<file path="config.mk">
export PLATFORM = sky130hd
export DESIGN_NAME = udp_tx_framer
export DESIGN_NICKNAME = d
export VERILOG_FILES = /design/src/rtl/udp_tx_framer.sv
export SDC_FILE = /design/constraint.sdc
export NUM_CORES = 1
export LEC_CHECK = 0
export BUFFER_PORTS_ARGS = -buffer_cell sky130_fd_sc_hd__buf_2
export CORE_MARGIN = 2
export CORE_UTILIZATION = 35
export DETAILED_ROUTE_END_ITERATION = 10
export PLACE_DENSITY_LB_ADDON = 0.25
export SLEW_MARGIN = 20
export SYNTH_ARGS = -nofsm -noshare
export SYNTH_HDL_FRONTEND = slang
export SYNTH_SLANG_ARGS = --single-unit
</file>
<file path="constraint.sdc">
create_clock -name tx_clock -period 6.9 [get_ports tx_clock]
set_input_delay 0.69 -clock tx_clock [delete_from_list [all_inputs] [get_ports tx_clock]]
set_output_delay 0.69 -clock tx_clock [all_outputs]
set_load 0.02 [all_outputs]
</file>
<file path="src/rtl/udp_tx_framer.sv">
// udp_tx_framer: accepts one payload at a time from the TX packet sender,
// requests a burst from the IP stage, then streams the 8-byte UDP header
// (checksum 0x0000) followed by the payload as one contiguous byte burst.
//
// Optional feature macro: UDP_TX_GRANT_TIMEOUT_EN
//   When defined, a request that waits GRANT_TIMEOUT cycles without a grant
//   is dropped: the sender is still drained (enable + L active cycles) but
//   nothing is emitted, and drop_count is bumped (saturating).
//   When undefined, the framer waits for the grant indefinitely.
//
// Handshake summary: udp_tx_request is only examined in IDLE; udp_tx_enable
// is a one-cycle grant pulse; udp_tx_active is high for exactly L cycles and
// the sender advances one byte per active cycle. ip_tx_request/ip_tx_length
// are held until ip_tx_grant is sampled high; ip_tx_valid/ip_tx_data/
// ip_tx_last are registered and form a gap-free burst of L+8 bytes.
module udp_tx_framer #(
    parameter int MAX_PAYLOAD = 1032
`ifdef UDP_TX_GRANT_TIMEOUT_EN
    , parameter int GRANT_TIMEOUT = 4096
`endif
) (
    input  logic        tx_clock,
    input  logic        tx_reset_n,
    input  logic        udp_tx_request,
    input  logic [10:0] udp_tx_length,
    input  logic [7:0]  udp_tx_data,
    output logic        udp_tx_enable,
    output logic        udp_tx_active,
    input  logic [15:0] src_port,
    input  logic [15:0] dst_port,
    output logic        ip_tx_request,
    output logic [10:0] ip_tx_length,
    input  logic        ip_tx_grant,
    output logic [7:0]  ip_tx_data,
    output logic        ip_tx_valid,
    output logic        ip_tx_last,
    output logic        length_err,
    output logic [15:0] drop_count
);

    typedef enum logic [2:0] {
        S_IDLE    = 3'd0,
        S_REQ     = 3'd1,
        S_GRANT   = 3'd2,
        S_HDR     = 3'd3,
        S_PAYLOAD = 3'd4
    } state_t;

    state_t      state_q, state_d;
    logic [10:0] len_q, len_d;
    logic [15:0] src_q, src_d;
    logic [15:0] dst_q, dst_d;
    logic [15:0] cnt_q, cnt_d;
    logic [7:0]  data_q, data_d;
    logic        valid_q, valid_d;
    logic        last_q, last_d;
    logic        err_q, err_d;
    logic        discard;

    logic [10:0] udp_len;
    logic        len_ok;
    logic [7:0]  hdr_byte;

`ifdef UDP_TX_GRANT_TIMEOUT_EN
    logic        drop_q, drop_d;
    logic [15:0] dcnt_q, dcnt_d;
    assign discard    = drop_q;
    assign drop_count = dcnt_q;
`else
    assign discard    = 1'b0;
    assign drop_count = 16'd0;
`endif

    assign udp_len = len_q + 11'd8;
    assign len_ok  = (udp_tx_length != 11'd0) && (udp_tx_length <= 11'(MAX_PAYLOAD));

    assign udp_tx_enable = (state_q == S_GRANT);
    assign udp_tx_active = (state_q == S_PAYLOAD);
    assign ip_tx_request = (state_q == S_REQ);
    assign ip_tx_length  = (state_q == S_REQ) ? udp_len : 11'd0;
    assign ip_tx_data    = data_q;
    assign ip_tx_valid   = valid_q;
    assign ip_tx_last    = last_q;
    assign length_err    = err_q;

    // Header byte selected by the header byte index
    always_comb begin
        hdr_byte = 8'h00;
        case (cnt_q[2:0])
            3'd0: hdr_byte = src_q[15:8];
            3'd1: hdr_byte = src_q[7:0];
            3'd2: hdr_byte = dst_q[15:8];
            3'd3: hdr_byte = dst_q[7:0];
            3'd4: hdr_byte = {5'b0, udp_len[10:8]};
            3'd5: hdr_byte = udp_len[7:0];
            default: hdr_byte = 8'h00;
        endcase
    end

    // State register and registered output stage
    always_ff @(posedge tx_clock) begin
        if (!tx_reset_n) begin
            state_q <= S_IDLE;
            len_q   <= 11'd0;
            src_q   <= 16'd0;
            dst_q   <= 16'd0;
            cnt_q   <= 16'd0;
            data_q  <= 8'd0;
            valid_q <= 1'b0;
            last_q  <= 1'b0;
            err_q   <= 1'b0;
`ifdef UDP_TX_GRANT_TIMEOUT_EN
            drop_q  <= 1'b0;
            dcnt_q  <= 16'd0;
`endif
        end else begin
            state_q <= state_d;
            len_q   <= len_d;
            src_q   <= src_d;
            dst_q   <= dst_d;
            cnt_q   <= cnt_d;
            data_q  <= data_d;
            valid_q <= valid_d;
            last_q  <= last_d;
            err_q   <= err_d;
`ifdef UDP_TX_GRANT_TIMEOUT_EN
            drop_q  <= drop_d;
            dcnt_q  <= dcnt_d;
`endif
        end
    end

    // Next-state, latching and output-byte selection
    always_comb begin
        state_d = state_q;
        len_d   = len_q;
        src_d   = src_q;
        dst_d   = dst_q;
        cnt_d   = cnt_q;
        data_d  = 8'd0;
        valid_d = 1'b0;
        last_d  = 1'b0;
        err_d   = err_q;
`ifdef UDP_TX_GRANT_TIMEOUT_EN
        drop_d  = drop_q;
        dcnt_d  = dcnt_q;
`endif
        case (state_q)
            S_IDLE: begin
                if (udp_tx_request) begin
                    if (len_ok) begin
                        len_d   = udp_tx_length;
                        src_d   = src_port;
                        dst_d   = dst_port;
                        cnt_d   = 16'd0;
                        state_d = S_REQ;
                    end else begin
                        err_d = 1'b1;
                    end
                end
            end
            S_REQ: begin
                if (ip_tx_grant) begin
                    state_d = S_GRANT;
                end
`ifdef UDP_TX_GRANT_TIMEOUT_EN
                else if (cnt_q == 16'(GRANT_TIMEOUT - 1)) begin
                    // Give up on the IP stage but still drain the sender
                    state_d = S_GRANT;
                    drop_d  = 1'b1;
                    if (dcnt_q != 16'hFFFF) dcnt_d = dcnt_q + 16'd1;
                end else begin
                    cnt_d = cnt_q + 16'd1;
                end
`endif
            end
            S_GRANT: begin
                cnt_d   = 16'd0;
                state_d = discard ? S_PAYLOAD : S_HDR;
            end
            S_HDR: begin
                data_d  = hdr_byte;
                valid_d = 1'b1;
                if (cnt_q == 16'd7) begin
                    cnt_d   = 16'd0;
                    state_d = S_PAYLOAD;
                end else begin
                    cnt_d = cnt_q + 16'd1;
                end
            end
            S_PAYLOAD: begin
                data_d  = discard ? 8'd0 : udp_tx_data;
                valid_d = ~discard;
                if (cnt_q == {5'd0, len_q - 11'd1}) begin
                    last_d  = ~discard;
                    cnt_d   = 16'd0;
                    state_d = S_IDLE;
`ifdef UDP_TX_GRANT_TIMEOUT_EN
                    drop_d  = 1'b0;
`endif
                end else begin
                    cnt_d = cnt_q + 16'd1;
                end
            end
            default: state_d = S_IDLE;
        endcase
    end

endmodule

</file>
== Word level (Yosys, flattened, before mapping) ==
Index checks and enable logic that the tools add are counted.

* Eq/ne operators: 16
* Bitwise logic cells: 1
* Add/subtract/negate cells: 3
* Muxes and demuxes: 16
* Reductions and logical operators: 11
* Magnitude comparators: 1

{| class="wikitable"
|+ Operator list
! cell !! count
|-
| $mux W16 || 4
|-
| $pmux W16 S4 || 1
|-
| $pmux W8 S6 || 1
|-
| $add A16 B1 Y16 const B || 1
|-
| $eq A16 B11 Y1 || 1
|-
| $eq A16 B3 Y1 const B || 1
|-
| $pmux W8 S2 || 1
|-
| $mux W3 || 5
|-
| $pmux W3 S5 || 1
|-
| $eq A3 B2 Y1 const B || 4
|-
| $add A11 B4 Y11 const B || 1
|-
| $le A11 B11 Y1 const B || 1
|-
| $mux W11 || 1
|-
| $reduce_bool A11 Y1 || 1
|-
| $sub A11 B1 Y11 const B || 1
|-
| $eq A3 B3 Y1 const B || 3
|-
| $reduce_and A3 Y1 || 3
|-
| $eq A3 B1 Y1 const B || 2
|-
| $logic_not A3 Y1 || 2
|-
| $ne A2 B2 Y1 const B || 3
|-
| $reduce_and A5 Y1 || 1
|-
| $ne A2 B1 Y1 const B || 2
|-
| $reduce_bool A4 Y1 || 1
|-
| $mux W1 || 2
|-
| other kinds (4) || 4
|}

* Output and inout port bits: 41
* Register bits after elaboration: 73
* Word-level logic and storage cells: 57
* Bits of input ports: 55

== Logic depth before layout (Yosys ltp) ==
* Depth after elaboration: 5
* Gate-level depth with buffers: 12
* Gate-level depth less buffers: 9

== Least setup slack after synthesis ==
Ideal clock, no wire load.

* Path kind: reg-to-reg
* Start: register len_q[0]
* End: register cnt_q[4]
* Path slack: 4.214 ns
* Period minus slack after synthesis: 2.686 ns
* Arrival time: 2.569 ns
* Cell stages (with the launch flop): 13
* Cells stage by stage: dfxtp_1 -> buf_2 -> inv_1 -> ha_1 -> or4b_1 -> buf_2 -> xnor2_1 -> a2bb2oi_1 -> a2111oi_4 -> o211a_1 -> buf_2 -> o21ai_0 -> o2bb2ai_1

* Word-level cells in the longest chain between the ends: 4

{| class="wikitable"
|+ RTL lines
! item !! line !! RTL
|-
| start, declared || 50 || <nowiki>logic [10:0] len_q, len_d;</nowiki>
|-
| start signal, assigned || 118 || <nowiki>len_q <= len_d;</nowiki>
|-
| $sub A11 B1 Y11 || 194 || <nowiki>if (cnt_q == {5'd0, len_q - 11'd1}) begin</nowiki>
|-
| $eq A16 B11 Y1 || 194 ||
|-
| $mux W16 || 194 ||
|-
| $pmux W16 S4 || 148 || <nowiki>case (state_q)</nowiki>
|-
| end signal, assigned || 121 || <nowiki>cnt_q <= cnt_d;</nowiki>
|-
| end, declared || 53 || <nowiki>logic [15:0] cnt_q, cnt_d;</nowiki>
|}

Every way passes these cells.
A chain may end at the register's enable or synchronous reset.

== Worst setup path after layout ==
* Start: register len_q[3]
* End: register cnt_q[5]

Same word-level chain as after synthesis.

==> impl_results.md <==
- Synth warn: 0
- Clk sinks: 73
- Largest family of logic cells by synthesized area: simple AND/OR/NAND/NOR gates
- Wirelength, routed: 11,110 µm
- Nets: 594
- DRT antenna net count: 0
- Post-synth ARST share: 0%
- Starting Density: 36.15%
- Gp weighted congestion: 0.8395
- Maximum clock path buffer count: 2
- Layout cells sized above 1: 20.19%
- Post-DP HPWL: 8084 µm
- Hold Slack: 0.5124 ns
- Std-Cell Rows: 39
- Post-synth EDFFs: 0
- GRT overflow: 0
- Max Slew Vio Count: 0
- Drt initial violations: 231
- CTS Root Cell: clkbuf_16
- R2R cell count: 9
- Crit path launch type: register
- Die H: 112.8 µm
- CP Class: register to register
- Hold-fix buffer count after cts: 0
- Pwr Density: 265.9 nW/µm²
- Hold Fails Final Rpt: 0
- ANT cells: 0
- Avg WL per Cell: 16.38 µm
- DRC: 0
- IO Count: 96
- Fmax: 0.3171 GHz
- Htree depth: 3
- CTS tree: built
- # setup viols final: 0
- Cts bufs inserted: 9
- Clock latency on the worst-skew pair: 0.33 ns
- Post-synthesis mux area share: 11.68%
- Xor/xnor share of the synthesized area: 4.860%
- Cells after Synth: 471
- RSZ-0062 raised after global routing: false
- Most frequent cells after synthesis: dfxtp_1, mux2i_1, nor2b_1
- Port buffer count: 79
- DRT Pass-1 Iters: 6
- Syn avg cell area: 8.801 µm²
- First-pass GRT wire length: 17,680 µm
- TNS Setup: 0 ns
- Simple-gate area share of the yosys netlist: 24.03%
- Worst Skew: 0.008809 ns
- Fin crit share: 45.70%
- Largest net degree at the start of global routing: 61
- Die Area: 12,730 µm²
- Die W: 112.8 µm
- Vias: 3,515
- Req. time, crit path: 7.13 ns
- Netlist cell types: 62
- Top cell type's share of synthesized area: 35.26%
- Area of the core: 11,470 µm²
- Worst-path clk slew: 0.06 ns
- Min-delay worst type: register to register
- Vias in the first global route: 3,436
- Leakage power: 2.298 nW
- Rel. slew slack: 40.10%
- Wire length on met1: 4982 µm
- Fill cells: 1,139
- Synth Area in Adders: 2.415%
- Outcome: completed
- Peak VDD IR: 0.1502 mV
- Met2 routed WL: 5322 µm
- Sequential fraction of the synthesis area: 35.26%
- GRT Util Overall: 17.55%
- Max-cap violations: 0
- # Post-CTS Setup Buffers: 0
- Area growth from synthesis to layout: 16.87%
- Worst Max-Slew Pin Slew: 0.8985 ns
- Vias per cell: 5.184
- Cell taking the most area after synthesis: dfxtp_1
- Hold depth: 1
- Compound-cell area share of the yosys netlist: 14.31%
- Synth top area cells: dfxtp_1, mux2i_1, nor2b_1, o21ai_0, buf_4
- Critical Path AT: 3.38 ns
- Minimum clock period: 3.153 ns
- R2R setup slack: 3.75 ns
- Max Used Layer: met4
- Synthesized cell area: 4145 µm²
- Crit end category: register
- Synthesized flop and latch total: 73
- WL met3: 675 µm
- Main synth FF type: dfxtp_1
- Initial antenna violation count: 0
- Post-CTS sizing: 0
- CP max FO: 20
- Most numerous cell in the Yosys netlist: dfxtp_1
final cells by class:
cell class / count / area, µm² / area share [%]
flip-flops and latches: 73 / 1461 / 30.17
inverters: 12 / 45.04 / 0.9298
clock buffers: 12 / 266.5 / 5.501
clock inverters: 3 / 47.55 / 0.9814
well taps: 143 / 178.9 / 3.693
multi-input cells: 354 / 2435 / 50.26
repair buffers: 81 / 410.4 / 8.471
layout by cell type (no fill, tap or decap), types with 9 or more instances in the layout:
cell type | synthesis | routed
a21oi_1 | 9 | 9
and3_1 | 14 | 14
buf_2 | 7 | 79
clkbuf_16 | 0 | 9
conb_1 | 1 | 16
dfxtp_1 | 73 | 73
inv_1 | 12 | 12
mux2i_1 | 45 | 45
nand2_1 | 32 | 32
nand3_1 | 12 | 12
nor2_1 | 25 | 25
nor2b_1 | 45 | 45
o21ai_0 | 25 | 25
xnor2_1 | 11 | 11
xor2_1 | 12 | 12
routing by layer:
| layer | GRT usage, % | vias to the layer above |
|---|---|---|
| met4 | 5.447 | 0 |
| met1 | 22.47 | 1650 |
| met3 | 4.553 | 12 |
| met2 | 29.06 | 101 |
| met5 | 0 | - |
| li1 | - | 1752 |
through the flow:
stage | setup WS, ns | power [mW] | util [%] | area, µm² | instances
after floorplan | 4.214 | 0.7248 | - | 4202 | 486
after global placement | 3.802 | 0.7994 | 39.51 | 4531 | 663
after detailed placement | 3.772 | 0.8073 | 39.51 | 4531 | 663
after CTS | 3.769 | 1.299 | 42.25 | 4845 | 678
after global routing | 3.555 | 1.349 | 42.25 | 4845 | 678
final | 3.747 | 1.288 | 42.25 | 4845 | 678
path summary, 6_finish.rpt:
path,startpoint,endpoint
hold / removal,length_err,length_err
hold reg to reg,length_err,length_err
setup / recovery,len_q[3],cnt_q[5]
setup reg to reg,len_q[3],cnt_q[5]
state kept, by name, indices dropped and copies added (netlist names), 3 cells and up:
name,cells
src_q,16
dst_q,16
ip_tx_data,8
state_q,3
cnt_q,16
len_q,11
cells by family after synthesis:
kind of cell,after synthesis
AND/OR/NAND/NOR,177
AO/OA/AOI/OAI,82
flip-flops,73
buffers and inverters,59
multiplexers,48
XOR/XNOR,23
adder cells (fa/ha/maj),8
other,1
critical path: stages (launching register included):
cell and delay [ns]:
dfxtp_1 0.44, inv_1 0.14, ha_1 0.15, nor4b_2 0.59, nand3_1 0.16, a2bb2oi_1 0.19, a2111oi_4 0.41, o211a_1 0.58
o21ai_0 0.19, a21o_1 0.20
report_power, final:
part / leakage (nW) / total (mW) / switching (mW) / internal, mW
logic: 1.55 / 0.312 / 0.180 / 0.132
clock network: 0.155 / 0.491 / 0.182 / 0.310
registers: 0.592 / 0.485 / 0.0334 / 0.452
Note: power is estimated with default switching activity, not from simulation.
